`src/rtl/pwm_ramp_scheduler.sv`:
```
// pwm_ramp_scheduler
//   Holds the frequency and duty counts of one PWM channel. Firmware writes a
//   target duty over SPI; the duty then moves toward it in fixed steps, one
//   step every `div` PWM periods. Steps land only on period boundaries, so the
//   PWM core never sees a glitched period.
//
// Handshake: a command is taken in any cycle with spi_data_valid_r=1 and
//   spi_addr_r==DEV_ID. There is no back-pressure: every qualified command
//   is consumed in the cycle it is presented, and its effect is visible on
//   the outputs the next cycle.
//
// Ports
//   clk, reset         system clock, synchronous active-high reset
//   spi_cmd_r          decoded SPI command code
//   spi_addr_r         decoded SPI address (compared against DEV_ID)
//   spi_data_r         decoded SPI payload (low bits used)
//   spi_data_valid_r   one-cycle qualifier for cmd/addr/data
//   pwm_period_end     one-cycle pulse from the PWM core at each period wrap
//   pwm_freq           period count to the PWM core
//   pwm_duty           duty count to the PWM core (never exceeds pwm_freq)
//   duty_update        pulse in the cycle pwm_duty takes a new value
//   busy               high while ramping (this is the FSM state: IDLE=0, RAMP=1)
//   done               pulse when pwm_duty reaches the target

`ifndef C_SET_PWM_FREQ
`define C_SET_PWM_FREQ        16'h0010
`endif
`ifndef C_SET_PWM_RAMP_STEP
`define C_SET_PWM_RAMP_STEP   16'h0011
`endif
`ifndef C_SET_PWM_RAMP_DIV
`define C_SET_PWM_RAMP_DIV    16'h0012
`endif
`ifndef C_SET_PWM_RAMP_TARGET
`define C_SET_PWM_RAMP_TARGET 16'h0013
`endif
`ifndef C_PWM_RAMP_ABORT
`define C_PWM_RAMP_ABORT      16'h0014
`endif

module pwm_ramp_scheduler #(
    parameter logic [7:0] DEV_ID         = 8'd0,
    parameter int          PWM_CNTR_WIDTH = 12,
    parameter int          DIV_WIDTH      = 16
) (
    input  logic                      clk,
    input  logic                      reset,
    input  logic [15:0]               spi_cmd_r,
    input  logic [7:0]                spi_addr_r,
    input  logic [39:0]               spi_data_r,
    input  logic                      spi_data_valid_r,
    input  logic                      pwm_period_end,
    output logic [PWM_CNTR_WIDTH-1:0] pwm_freq,
    output logic [PWM_CNTR_WIDTH-1:0] pwm_duty,
    output logic                      duty_update,
    output logic                      busy,
    output logic                      done
);

    localparam int W = PWM_CNTR_WIDTH;

    localparam logic [0:0] IDLE = 1'b0;
    localparam logic [0:0] RAMP = 1'b1;

    logic [0:0]           state;
    logic [W-1:0]         target;
    logic [W-1:0]         step;
    logic [DIV_WIDTH-1:0] div;
    logic [DIV_WIDTH-1:0] div_cnt;

    logic                 accept;
    logic [W-1:0]         data;
    logic [W-1:0]         clamped;
    logic                 dir_up;
    logic [W-1:0]         diff;
    logic [DIV_WIDTH-1:0] div_last;
    logic                 unused_data_bits;

    assign accept  = spi_data_valid_r && (spi_addr_r == DEV_ID);
    assign data    = spi_data_r[W-1:0];
    assign clamped = (data > pwm_freq) ? pwm_freq : data;

    // Distance to target computed with explicit direction so neither the
    // subtraction nor the following step can wrap.
    assign dir_up  = (target > pwm_duty);
    assign diff    = dir_up ? (target - pwm_duty) : (pwm_duty - target);

    // div==0 behaves as div==1: a step on every period end.
    assign div_last = (div == '0) ? '0 : (div - 1'b1);

    assign busy = (state == RAMP);

    assign unused_data_bits = ^spi_data_r;

    always_ff @(posedge clk) begin
        duty_update <= 1'b0;
        done        <= 1'b0;
        if (reset) begin
            state    <= IDLE;
            pwm_freq <= '0;
            pwm_duty <= '0;
            target   <= '0;
            step     <= '0;
            div      <= '0;
            div_cnt  <= '0;
        end else if (accept) begin
            // Any accepted write swallows a coincident period_end.
            case (spi_cmd_r)
                `C_PWM_RAMP_ABORT: begin
                    state   <= IDLE;
                    div_cnt <= '0;
                end
                `C_SET_PWM_RAMP_TARGET: begin
                    target  <= clamped;
                    div_cnt <= '0;
                    if ((step == '0) || (clamped == pwm_duty)) begin
                        pwm_duty    <= clamped;
                        duty_update <= (clamped != pwm_duty);
                        done        <= 1'b1;
                        state       <= IDLE;
                    end else begin
                        state <= RAMP;
                    end
                end
                `C_SET_PWM_FREQ: begin
                    pwm_freq <= data;
                    if (pwm_duty > data) begin
                        pwm_duty    <= data;
                        duty_update <= 1'b1;
                    end
                    if (target > data) begin
                        target <= data;
                    end
                end
                `C_SET_PWM_RAMP_STEP: step <= data;
                `C_SET_PWM_RAMP_DIV:  div  <= spi_data_r[DIV_WIDTH-1:0];
                default: ;
            endcase
        end else if ((state == RAMP) && pwm_period_end) begin
            if (div_cnt >= div_last) begin
                div_cnt     <= '0;
                duty_update <= 1'b1;
                if (diff <= step) begin
                    pwm_duty <= target;
                    done     <= 1'b1;
                    state    <= IDLE;
                end else if (dir_up) begin
                    pwm_duty <= pwm_duty + step;
                end else begin
                    pwm_duty <= pwm_duty - step;
                end
            end else begin
                div_cnt <= div_cnt + 1'b1;
            end
        end
    end

endmodule

```
`config.mk`:
```
export PLATFORM = sky130hd
export DESIGN_NAME = pwm_ramp_scheduler
export DESIGN_NICKNAME = d
export VERILOG_FILES = /design/src/rtl/pwm_ramp_scheduler.sv
export SDC_FILE = /design/constraint.sdc
export NUM_CORES = 1
export LEC_CHECK = 0
export BUFFER_PORTS_ARGS = -buffer_cell sky130_fd_sc_hd__buf_2
export CORE_MARGIN = 4
export CORE_UTILIZATION = 43
export DETAILED_ROUTE_END_ITERATION = 6
export SETUP_SLACK_MARGIN = 0.5
export SYNTH_ARGS = -nofsm -noshare
export SYNTH_HDL_FRONTEND = slang
export SYNTH_SLANG_ARGS = --single-unit
```
`constraint.sdc`:
```
create_clock -name clk -period 11.9 [get_ports clk]
set_clock_uncertainty 0.2 [all_clocks]
set_input_delay 2.38 -clock clk [delete_from_list [all_inputs] [get_ports clk]]
set_output_delay 2.38 -clock clk [all_outputs]
set_load 0.05 [all_outputs]
```
Word-level counts from Yosys, hierarchy flattened
Index checks and enable logic that the tools add are counted.
{ "word_totals": {"regBits": 83, "wordCells": 87, "out_inout_bits": 27} }
{ "classes": {"reduce_logical": 18, "addsub": 6, "eq_ne": 13, "mux": 35, "magnitude_cmp": 6} }
{ "op_table": {"columns": ["op", "count"], "rows": [
  ["$mux 12", 10],
  ["$eq 16x5->1 const B", 5],
  ["$mux 16", 5],
  ["$gt 12x12->1", 4],
  ["$pmux 12 s2", 2],
  ["$sub 12x12->12", 3],
  ["$add 16x1->16 const B", 1],
  ["$ge 16x16->1", 1],
  ["$logic_not 16->1", 1],
  ["$mux 1", 16],
  ["$sub 16x1->16 const B", 1],
  ["$add 12x12->12", 1],
  ["$eq 12x12->1", 1],
  ["$le 12x12->1", 1],
  ["$logic_not 12->1", 1],
  ["$ne 12x12->1", 1],
  ["$logic_not 8->1", 1],
  ["$reduce_and 2->1", 4],
  ["$reduce_bool 2->1", 4],
  ["$ne 3x1->1 const B", 2],
  ["$ne 3x3->1 const B", 2],
  ["$reduce_and 5->1", 1],
  ["$ne 2x2->1 const B", 2],
  ["$pmux 1 s2", 2],
  ["5 further kinds", 6]
]} }

Depth between registers and ports, before layout
{ "depth": {"depth_word": 7, "mapped_depth": 23} }

Least setup slack after synthesis
Ideal clock, no wire load.
{ "synth_timing": {"kind": "flip-flop to flip-flop", "from": "register pwm_duty[4]", "to": "register pwm_duty[3]", "stages_incl_launch_ff": 21, "n_path_buf": 1, "arrival_time_ns": 4.658, "required_ns": 11.573, "setup_slack_ns": 6.914, "synth_period_minus_slack_ns": 4.986, "setup_time_ns": 0.127, "path_cell_list": "dfxtp_1 > inv_1 > ha_1 > clkbuf_1 > o2111a_1 > o21ai_1 > a21o_1 > a21oi_2 > mux2i_1 > o31ai_1 > a221oi_1 > xnor2_1 > ha_1 > a21oi_1 > o221ai_1 > a31o_2 > a221oi_1 > nor2_1 > a31o_2 > o211ai_1 > mux2i_1"} }
{ "synth_between": {"elab_chain_len": 7, "word_cells_on_any_way": 16, "classes_between": "add/sub (2); order compare (3); eq/ne (3); mux (6); reduce/logical (2)"} }
{ "synth_rtl": {"columns": ["item", "line_no", "rtl"], "rows": [
  ["from (decl)", "54", "output logic [PWM_CNTR_WIDTH-1:0] pwm_duty,"],
  ["from (signal assigned)", "117", "pwm_duty <= clamped;"],
  ["from (signal assigned)", "128", "pwm_duty <= data;"],
  ["from (signal assigned)", "144", "pwm_duty <= target;"],
  ["$sub 12x12->12 or $gt 12x12->1 (tied branches)", "86, 85", null],
  ["$mux 12", "86", "assign diff = dir_up ? (target - pwm_duty) : (pwm_duty - target);"],
  ["$le 12x12->1", "143", "if (diff <= step) begin"],
  ["$mux 12", "143", null],
  ["$mux 12", "140", "if (div_cnt >= div_last) begin"],
  ["$mux 12", "139", "end else if ((state == RAMP) && pwm_period_end) begin"],
  ["$mux 12", "106", "end else if (accept) begin"]
]} }
Parallel ways exist; a longest one is shown, timed or not. The select of a mux whose other input is x is not followed.
A chain may end at the register's enable or synchronous reset.

Worst setup path after layout
{ "layout_timing": {"from": "register pwm_duty[6]", "to": "register pwm_duty[3]"} }
The elaborated chain is that of the path after synthesis.

==> results.ini <==
[timing]
rsz0062_at_grt = no
fmax_mhz = 167.8
tns_ps = 0
finalHoldViolations = 0
tightest_slew_ps = 1164
min_period_ps = 5958
setup_viol = 0
holdWs_ps = 339.7
fin_crit_sh = 0.5007
slew_headroom = 0.2216
setup_slack_ps = 5942
finalMaxSlewViolations = 0

[setup_path]
start_kind = flip-flop
crit_path_end_kind = flip-flop
crit_type = flip-flop to flip-flop
crit_fanout = 20
required_ps = 11910
crit_arrival_ps = 5970

[global_routing]
grt_max_degree = 58
overflow = 0
antenna_found_initial = 0
grt_pass1_vias = 6776
track_usage = 0.2308
grt_pass1_wl_um = 37140

[pwr]
power_leakage_uw = 0.003877
vdd_drop_max_mv = 0.06474
power_density_mw_per_mm2 = 67.20

[detailed_routing]
dr.pass1.iters = 5
ant_nets = 0
via_per_inst = 5.642
vias = 7160
detail_route.wl_per_cell_um = 18.43
drc = 0
drt_iter0_drc = 460
drt_wl_total_um = 23390

[logic_synthesis]
synth_nets = 1166
synth_edf_count = 0
synth-seq-area-share = 0.2136
yosysTopAreaCell = dfxtp_1
ys_ff_latch = 83
async_flop_share = 0
synthesis.instances = 993
synthesis.area_sq_mm = 0.007777
synth.top_cells.by_count = 114 x nor2_1, 102 x ha_1, 83 x dfxtp_1, 79 x inv_1, 72 x nand2_1
ys_types = 68
yosys_warnings = 0
synth_area_leaders = dfxtp_1 21%, ha_1 16%, mux2i_1 6.0%
synth_top_cell_area_share = 0.2136
yosysMostFrequentCell = nor2_1
syn_avg_cell_area_sq_um = 7.832
synth_ff_type = dfxtp_1

[cts]
clk_latency_ps = 340
cts_root_buf = clkbuf_16
ctsHtreeMaxLevel = 3
postCtsSetupRepairBufs = 0
clk_pin_slew_ps = 60
clock_path_buffers = 2
cts_hold_buffers = 0
cts_resized = 0
clock-sinks = 83
cts_buffers = 9
cts_tree = done

[final_layout]
area_growth_pct = 10.01
nets = 1215
instances_no_fill = 1269
drive_above_1_share = 0.1034
n_antenna_cell = 0
n_fill_cell = 1764

[run]
maxCapViolCount = 0

[die]
die_h_um = 142.5
num_io_pins = 95
num_rows = 48
coreArea_sq_mm = 0.01754
die_area_sq_mm = 0.02030
dieWidth_um = 142.5
start_util = 0.4435

[run_status]
status = finished, final reports clean

[place]
hpwl_um = 18140
pre_cts_ws_ps = 5816
port_buffers = 70
gp_congestion = 0.9250
place_inst = 1256

[hold_path]
hold_class = flip-flop to flip-flop

==> where the power goes <==
part           switching (uW)  leakage [uW]  internal, uW
Clock                     111      0.000120           144
Combinational            28.4       0.00309          14.4
Sequential          0.0000166      0.000668           278
Total                     139       0.00388           436
==> cells in the final DEF, fill, tap and decap left out, drive strengths merged, types with 15 or more instances in the layout <==
| cell | count |
|---|---|
| nor2 | 115 |
| ha | 102 |
| dfxtp | 83 |
| inv | 79 |
| buf | 74 |
| nand2 | 73 |
| a21oi | 65 |
| xor2 | 51 |
| mux2i | 47 |
| nand3 | 39 |
| o21ai | 30 |
| xnor2 | 27 |
| nor3 | 26 |
| nand4 | 22 |
| a211oi | 20 |
| o211ai | 19 |
| a21o | 18 |
| nor2b | 15 |
==> critical path, cell delays in order (launching register included) <==
cell      delay (ps)
dfxtp_1          680
inv_1            100
ha_1             580
o2111a_1         260
a211oi_1          80
a21o_1           230
a21oi_2          610
buf_4            360
nor2_1            60
a21oi_1          190
o21ai_0          120
xor2_1           170
ha_1             290
nand3_1          130
o221ai_1         120
a31o_2           270
a221oi_1         520
nor2_1           330
a31o_2           280
o211ai_1         160
mux2i_1           90
==> metrics by stage <==
step                        util  instance area [sq um]  power, uW
final                     0.4879                   8556      574.9
after global placement    0.4732                   8298      325.8
after detailed placement  0.4732                   8298      326.1
after global routing      0.4879                   8556      598.0
after floorplan                -                   7777      306.8
after CTS                 0.4879                   8556      578.6
==> final cells by class <==
type,instances,area (sq um),area share
clock buffer,11,242.7,0.02837
clock inverter,2,15.01,0.001755
inverter,79,296.5,0.03466
multi-input combinational,795,5678,0.6636
sequential,83,1662,0.1942
tap,225,281.5,0.03290
timing repair buffer,74,380.4,0.04446
==> worst paths after layout <==
check | slack [ps] | depth (start not counted) | startpoint | endpoint
worst max-delay path | 5940 | 20 | pwm_duty[6]$_SDFFE_PP0P_ | pwm_duty[3]$_SDFFE_PP0P_
worst min-delay path | 340 | 2 | div[7]$_SDFFE_PP0P_ | div[7]$_SDFFE_PP0P_
worst max register to register | 5940 | 20 | pwm_duty[6]$_SDFFE_PP0P_ | pwm_duty[3]$_SDFFE_PP0P_
worst min register to register | 340 | 2 | div[7]$_SDFFE_PP0P_ | div[7]$_SDFFE_PP0P_
==> routing by layer <==
layer	track usage	wire length (um)
met5	0	0
met4	0.04652	425
met3	0.04368	1423
met2	0.3820	10720
met1	0.3146	10820
==> state kept, by name, summed over array words and instances, names as in the netlist <==
name	count
busy	1
div	16
duty_update	1
step	12
pwm_freq	12
target	12
div_cnt	16
pwm_duty	12
done	1
==> kinds of logic (layout without fill, tap and decap cells) <==
group | count (synthesis) | after routing | synth area share
AO/OA/AOI/OAI | 218 | 218 | 0.1916
flip-flops | 83 | 83 | 0.2136
multiplexers | 48 | 48 | 0.06194
AND/OR/NAND/NOR | 346 | 346 | 0.2161
adder cells (fa/ha/maj) | 105 | 105 | 0.1718
XOR/XNOR | 78 | 78 | 0.08784
buffers and inverters | 115 | 166 | 0.05711
No activity file was read; power rests on OpenSTA's default activity.
